==> src/rtl/fifo_write_arbiter.sv <==
// ---------------------------------------------------------------------------
// fifo_write_arbiter
// Shares the variable-length write port of a byte shift-register FIFO among
// NUM_REQ producers. Arbitration is round-robin. A requester that sends a word
// with last=0 locks the grant until it sends its last word. A write is only
// issued when the FIFO is known to have room for it, so the FIFO never drops
// a write.
//
// Optional feature: define ARB_BYTE_CNT_EN to add the byte_total port, a
// wrapping 16-bit count of all bytes written.
//
// Ports:
//   clk, rst_n   clock, asynchronous active-low reset
//   req_valid    per-requester valid
//   req_last     per-requester "last word of packet"
//   req_len      per-requester byte count, slice i = [3i+2:3i]
//   req_data     per-requester payload, byte 0 in the LSBs of each slice
//   req_ready    one-hot accept (combinational)
//   fifo_count   FIFO data_count
//   wr_en        FIFO write strobe (registered)
//   wr_data      FIFO write data (registered)
//   wr_len       FIFO write length (registered)
//   grant_id     index of the last accepted requester
//   locked       high while a packet holds the grant
//   len_err      one-cycle pulse after an illegal length is consumed
//   byte_total   bytes written (ARB_BYTE_CNT_EN only)
// ---------------------------------------------------------------------------
module fifo_write_arbiter #(
  parameter int NUM_REQ      = 3,
  parameter int DATA_WIDTH   = 8,
  parameter int MAX_WR_BYTES = 5,
  parameter int FIFO_DEPTH   = 8
) (
  input  logic                                       clk,
  input  logic                                       rst_n,
  input  logic [NUM_REQ-1:0]                         req_valid,
  input  logic [NUM_REQ-1:0]                         req_last,
  input  logic [3*NUM_REQ-1:0]                       req_len,
  input  logic [NUM_REQ*DATA_WIDTH*MAX_WR_BYTES-1:0] req_data,
  output logic [NUM_REQ-1:0]                         req_ready,
  input  logic [$clog2(FIFO_DEPTH):0]                fifo_count,
  output logic                                       wr_en,
  output logic [DATA_WIDTH*MAX_WR_BYTES-1:0]         wr_data,
  output logic [2:0]                                 wr_len,
  output logic [$clog2(NUM_REQ)-1:0]                 grant_id,
  output logic                                       locked,
  output logic                                       len_err
`ifdef ARB_BYTE_CNT_EN
  ,
  output logic [15:0]                                byte_total
`endif
);

  localparam int WW = DATA_WIDTH * MAX_WR_BYTES;
  localparam int IW = $clog2(NUM_REQ);
  // Wide enough that FIFO_DEPTH - max fifo_count - max wr_len stays in range.
  localparam int SW = $clog2(FIFO_DEPTH) + 3;

  typedef enum logic {ST_IDLE, ST_LOCK} state_t;

  state_t          r_state;
  logic [IW-1:0]   r_rr_ptr;
  logic [IW-1:0]   r_lock_id;
  logic            r_wr_en;
  logic [WW-1:0]   r_wr_data;
  logic [2:0]      r_wr_len;
  logic [IW-1:0]   r_grant_id;
  logic            r_locked;
  logic            r_len_err;

  logic [2:0]      w_len_arr  [NUM_REQ];
  logic [WW-1:0]   w_data_arr [NUM_REQ];
  logic [SW-1:0]   w_space_raw;
  logic [SW-1:0]   w_space;
  logic [IW-1:0]   w_cand;
  logic            w_found;
  logic [2:0]      w_len;
  logic            w_len_ok;
  logic            w_fits;
  logic            w_go;
  logic [IW-1:0]   w_rr_next;

  // Unpack the flat request buses and build the one-hot ready.
  for (genvar gi = 0; gi < NUM_REQ; gi++) begin : g_req
    assign w_len_arr[gi]  = req_len[3*gi +: 3];
    assign w_data_arr[gi] = req_data[gi*WW +: WW];
    assign req_ready[gi]  = w_go && (w_cand == IW'(gi));
  end

  // Free space, conservatively charging the write still in flight and
  // ignoring any concurrent reads. A negative result (including fifo_count
  // above FIFO_DEPTH) wraps to MSB=1 and clamps to zero.
  assign w_space_raw = SW'(FIFO_DEPTH) - SW'(fifo_count)
                     - (r_wr_en ? SW'(r_wr_len) : SW'(0));
  assign w_space     = w_space_raw[SW-1] ? '0 : w_space_raw;

  // Candidate: the locked requester, or the first valid one starting at rr_ptr.
  // The scan runs backwards so the last hit is the highest-priority one.
  always_comb begin
    int idx;
    idx     = 0;
    w_found = 1'b0;
    w_cand  = '0;
    if (r_state == ST_LOCK) begin
      w_cand  = r_lock_id;
      w_found = req_valid[r_lock_id];
    end else begin
      for (int k = NUM_REQ - 1; k >= 0; k--) begin
        idx = int'(r_rr_ptr) + k;
        if (idx >= NUM_REQ) idx = idx - NUM_REQ;
        if (req_valid[idx]) begin
          w_found = 1'b1;
          w_cand  = IW'(idx);
        end
      end
    end
  end

  assign w_len    = w_len_arr[w_cand];
  assign w_len_ok = (w_len != 3'd0) && (int'(w_len) <= MAX_WR_BYTES);
  assign w_fits   = SW'(w_len) <= w_space;
  // Illegal lengths are consumed immediately; legal ones wait for room and
  // block everyone behind them so long writes cannot starve.
  assign w_go     = w_found && (!w_len_ok || w_fits);
  assign w_rr_next = (w_cand == IW'(NUM_REQ - 1)) ? '0 : w_cand + 1'b1;

  always_ff @(posedge clk or negedge rst_n) begin
    if (!rst_n) begin
      r_state    <= ST_IDLE;
      r_rr_ptr   <= '0;
      r_lock_id  <= '0;
      r_wr_en    <= 1'b0;
      r_wr_data  <= '0;
      r_wr_len   <= '0;
      r_grant_id <= '0;
      r_locked   <= 1'b0;
      r_len_err  <= 1'b0;
    end else begin
      r_wr_en   <= w_go && w_len_ok;
      r_len_err <= w_go && !w_len_ok;
      if (w_go && w_len_ok) begin
        r_wr_data <= w_data_arr[w_cand];
        r_wr_len  <= w_len;
      end
      if (w_go) begin
        r_grant_id <= w_cand;
        if (req_last[w_cand]) begin
          r_state  <= ST_IDLE;
          r_locked <= 1'b0;
          r_rr_ptr <= w_rr_next;
        end else begin
          r_state   <= ST_LOCK;
          r_locked  <= 1'b1;
          r_lock_id <= w_cand;
        end
      end
    end
  end

`ifdef ARB_BYTE_CNT_EN
  logic [15:0] r_byte_total;

  always_ff @(posedge clk or negedge rst_n) begin
    if (!rst_n) begin
      r_byte_total <= '0;
    end else if (r_wr_en) begin
      r_byte_total <= r_byte_total + 16'(r_wr_len);
    end
  end

  assign byte_total = r_byte_total;
`endif

  assign wr_en    = r_wr_en;
  assign wr_data  = r_wr_data;
  assign wr_len   = r_wr_len;
  assign grant_id = r_grant_id;
  assign locked   = r_locked;
  assign len_err  = r_len_err;

endmodule

==> config.mk <==
export PLATFORM = sky130hd
export DESIGN_NAME = fifo_write_arbiter
export DESIGN_NICKNAME = d
export VERILOG_FILES = /design/src/rtl/fifo_write_arbiter.sv
export SDC_FILE = /design/constraint.sdc
export NUM_CORES = 1
export LEC_CHECK = 0
export CORE_AREA = 5 5 102 104
export DETAILED_ROUTE_END_ITERATION = 6
export DIE_AREA = 0 0 107 109
export PLACE_DENSITY = 0.79
export SYNTH_ARGS = -nofsm -noshare
export SYNTH_HDL_FRONTEND = slang
export SYNTH_SLANG_ARGS = --single-unit
==> constraint.sdc <==
create_clock -name clk -period 5.35 [get_ports clk]
set_input_delay 1.07 -clock clk [delete_from_list [all_inputs] [get_ports clk]]
set_output_delay 1.07 -clock clk [all_outputs]
set_load 0.01 [all_outputs]
==> impl_metrics.json <==
{
  "p_seq_frac": 0.474,
  "powerDensity_nw_per_um2": 134,
  "clkTransAtPathRegs_ns": 0.09,
  "synth-edff-count": 0,
  "ys_warn_count": 0,
  "gp_congestion": 0.882,
  "arrival_ns": 4.13,
  "stdcell_count": 702,
  "worstMarginPinSlew_ns": 0.666,
  "die_w_um": 107,
  "io_pins": 192,
  "max_freq_mhz": 192,
  "initial_core_util": 0.387,
  "grt_start_max_net_pins": 53,
  "nNetsFinal": 739,
  "portBuffers": 191,
  "syn_area_um2": 3660,
  "power_switching_uw": 174,
  "status": "complete, no violations",
  "antenna_found_initial": 0,
  "ant_nets": 0,
  "synthCells": 360,
  "p_leak_uw": 0.00289,
  "cts_sinks": 52,
  "wl_per_cell_um": 17.0,
  "ctsLongestPathBuffers": 2,
  "vias": 3679,
  "hp-class": "reg -> reg",
  "critPathMaxFanout": 3,
  "drc_errors": 0,
  "yosysSeqAreaShare": 0.356,
  "async_reset_ff_frac": 1.00,
  "finalHoldViolations": 0,
  "synth-seq-cells": 52,
  "final_common_cell": "clkdlybuf4s50_1",
  "drive_above_1_share": 0.218,
  "clockPowerShare": 0.308,
  "n_antenna_cell": 0,
  "clock_skew_ns": 0.00419,
  "p_sw_frac": 0.210,
  "start_kind": "primary input",
  "coreArea_um2": 9460,
  "syn_avg_cell_area_um2": 10.2,
  "slew_violations": 0,
  "syn_to_final_growth_pct": 68.6,
  "wl_mm": 12.0,
  "num_rows": 36,
  "ys_types": 53,
  "internal-power_uw": 654,
  "die_y_um": 109,
  "finalSetupViolations": 0,
  "fin_area_um2": 6170,
  "fin_setup_tns_ns": 0,
  "root_buffer": "clkbuf_8",
  "ctsHoldBuffers": 0,
  "grt_pass1_wl_mm": 19.0,
  "finalPower_uw": 828,
  "dieArea_um2": 11700,
  "crit_required_ns": 4.28,
  "period_minus_slack_ns": 5.20,
  "ir_drop_v": 0.000128,
  "h-tree-depth": 2,
  "clock_latency_ns": 0.30,
  "drt_first_pass_iters": 4,
  "final_cell_mix": "182 x clkdlybuf4s50_1, 52 x dfrtp_1, 51 x buf_4",
  "slew_headroom": 0.553,
  "grt-ovfl-total": 0,
  "fin_crit_sh": 0.972,
  "place_area_um2": 5870,
  "vias_per_cell": 5.24,
  "cts_tree": "yes",
  "end_kind": "output port",
  "ys.flop_type": "dfrtp_1",
  "path_class": "in -> out",
  "track_usage": 0.203,
  "dp.cells": 678,
  "dp_hpwl_mm": 9.27,
  "synth_nets": 510,
  "drtIter0Drc": 92,
  "cap_violations": 0,
  "grt_pass1_vias": 3957,
  "cts_inserted_buffers": 5,
  "p_comb_frac": 0.218
}
kinds of logic after synthesis:
logic type / synth area share
mux: 0.276
simple gates: 0.100
buf+inv: 0.0513
xor+xnor: 0.00719
flops: 0.356
compound gates: 0.174
fa+ha+maj: 0.0356
registers in the layout (all words and copies together), names as in the netlist:
name	flops
wr_data	40
locked	1
wr_len	3
len_err	1
r_lock_id	2
wr_en	1
r_rr_ptr	2
grant_id	2
synthesized netlist by cell type, drive strengths merged (3+ instances only):
cell type  number  area, um2
a221oi          4       35.0
ha              8        100
nand2          48        180
mux2           40        559
a22o            3       26.3
nor2           18       70.1
a21oi          13       72.6
xnor2           3       26.3
dfrtp          52       1300
o21ai          46        234
and2            3       18.8
a21o            4       30.0
buf            14        109
nor3b           4       40.0
inv            12       45.0
mux2i          45        450
a31o            4       35.0
clkbuf          9       33.8
worst paths after layout:
| path | startpoint | end | slack [ns] | depth (start not counted) |
|---|---|---|---|---|
| setup / recovery | fifo_count[1] | req_ready[0] | 0.15 | 17 |
| hold / removal | wr_data[6] | wr_data[6] | 0.49 | 1 |
| setup reg to reg | r_rr_ptr[0] | wr_data[37] | 0.44 | 27 |
| hold reg to reg | wr_data[6] | wr_data[6] | 0.49 | 1 |
| max in group asynchronous | rst_n | wr_data[9] | 4.02 | 2 |
| min in group asynchronous | rst_n | wr_data[35] | 0.89 | 2 |
layer usage:
metal / GRT usage / up-vias / routed length, um
li1: - / 1753 / -
met2: 0.368 / 148 / 6190
met4: 0.0694 / 0 / 270
met1: 0.227 / 1750 / 4620
met3: 0.0622 / 28 / 878
met5: 0 / - / 0
area by class of cell:
| cell class | instances | area [um2] |
|---|---|---|
| sequential | 52 | 1300 |
| clock inverter | 1 | 30.0 |
| fill | 754 | 3290 |
| timing repair buffer | 245 | 2320 |
| inverter | 12 | 45.0 |
| multi-input combinational | 273 | 2260 |
| tap | 114 | 143 |
| clock buffer | 5 | 68.8 |
per-stage QoR:
step / worst slack (ns) / util / hold WS [ns]
detailed placement: -0.726 / 0.620 / 0.476
finish: 0.151 / 0.652 / 0.492
global placement: -0.570 / 0.620 / 0.471
CTS: 0.00309 / 0.646 / 0.496
floorplan: 0.309 / - / 0.491
global route: -0.0115 / 0.652 / 0.512
critical path, stage by stage:
cell           delay, ns
dlygate4sd2_1       0.25
inv_2               0.07
ha_4                0.20
ha_1                0.27
a21o_1              0.16
a21o_1              0.20
a21oi_2             0.16
nand2b_4            0.16
ha_4                0.21
a21oi_2             0.13
a21oi_2             0.06
a2bb2oi_2           0.15
or2_4               0.24
o2111a_1            0.14
nor3_2              0.24
nor3b_2             0.23
buf_2               0.17
power groups by stage:
stage | logic [uW] | clock network [uW] | registers [uW]
6_report | 180 | 255 | 393
5_1_grt | 194 | 279 | 393
4_1_cts | 174 | 266 | 393
3_5_place_dp | 169 | 0 | 400
3_3_place_gp | 164 | 0 | 400
2_1_floorplan | 35.0 | 0 | 401
timing repair:
item,4_1_cts,5_1_grt
pin swaps,9,8
resized for setup,24,11
setup endpoints to repair,3,8
setup buffers,16,2
(Power assumes the default switching activity.)
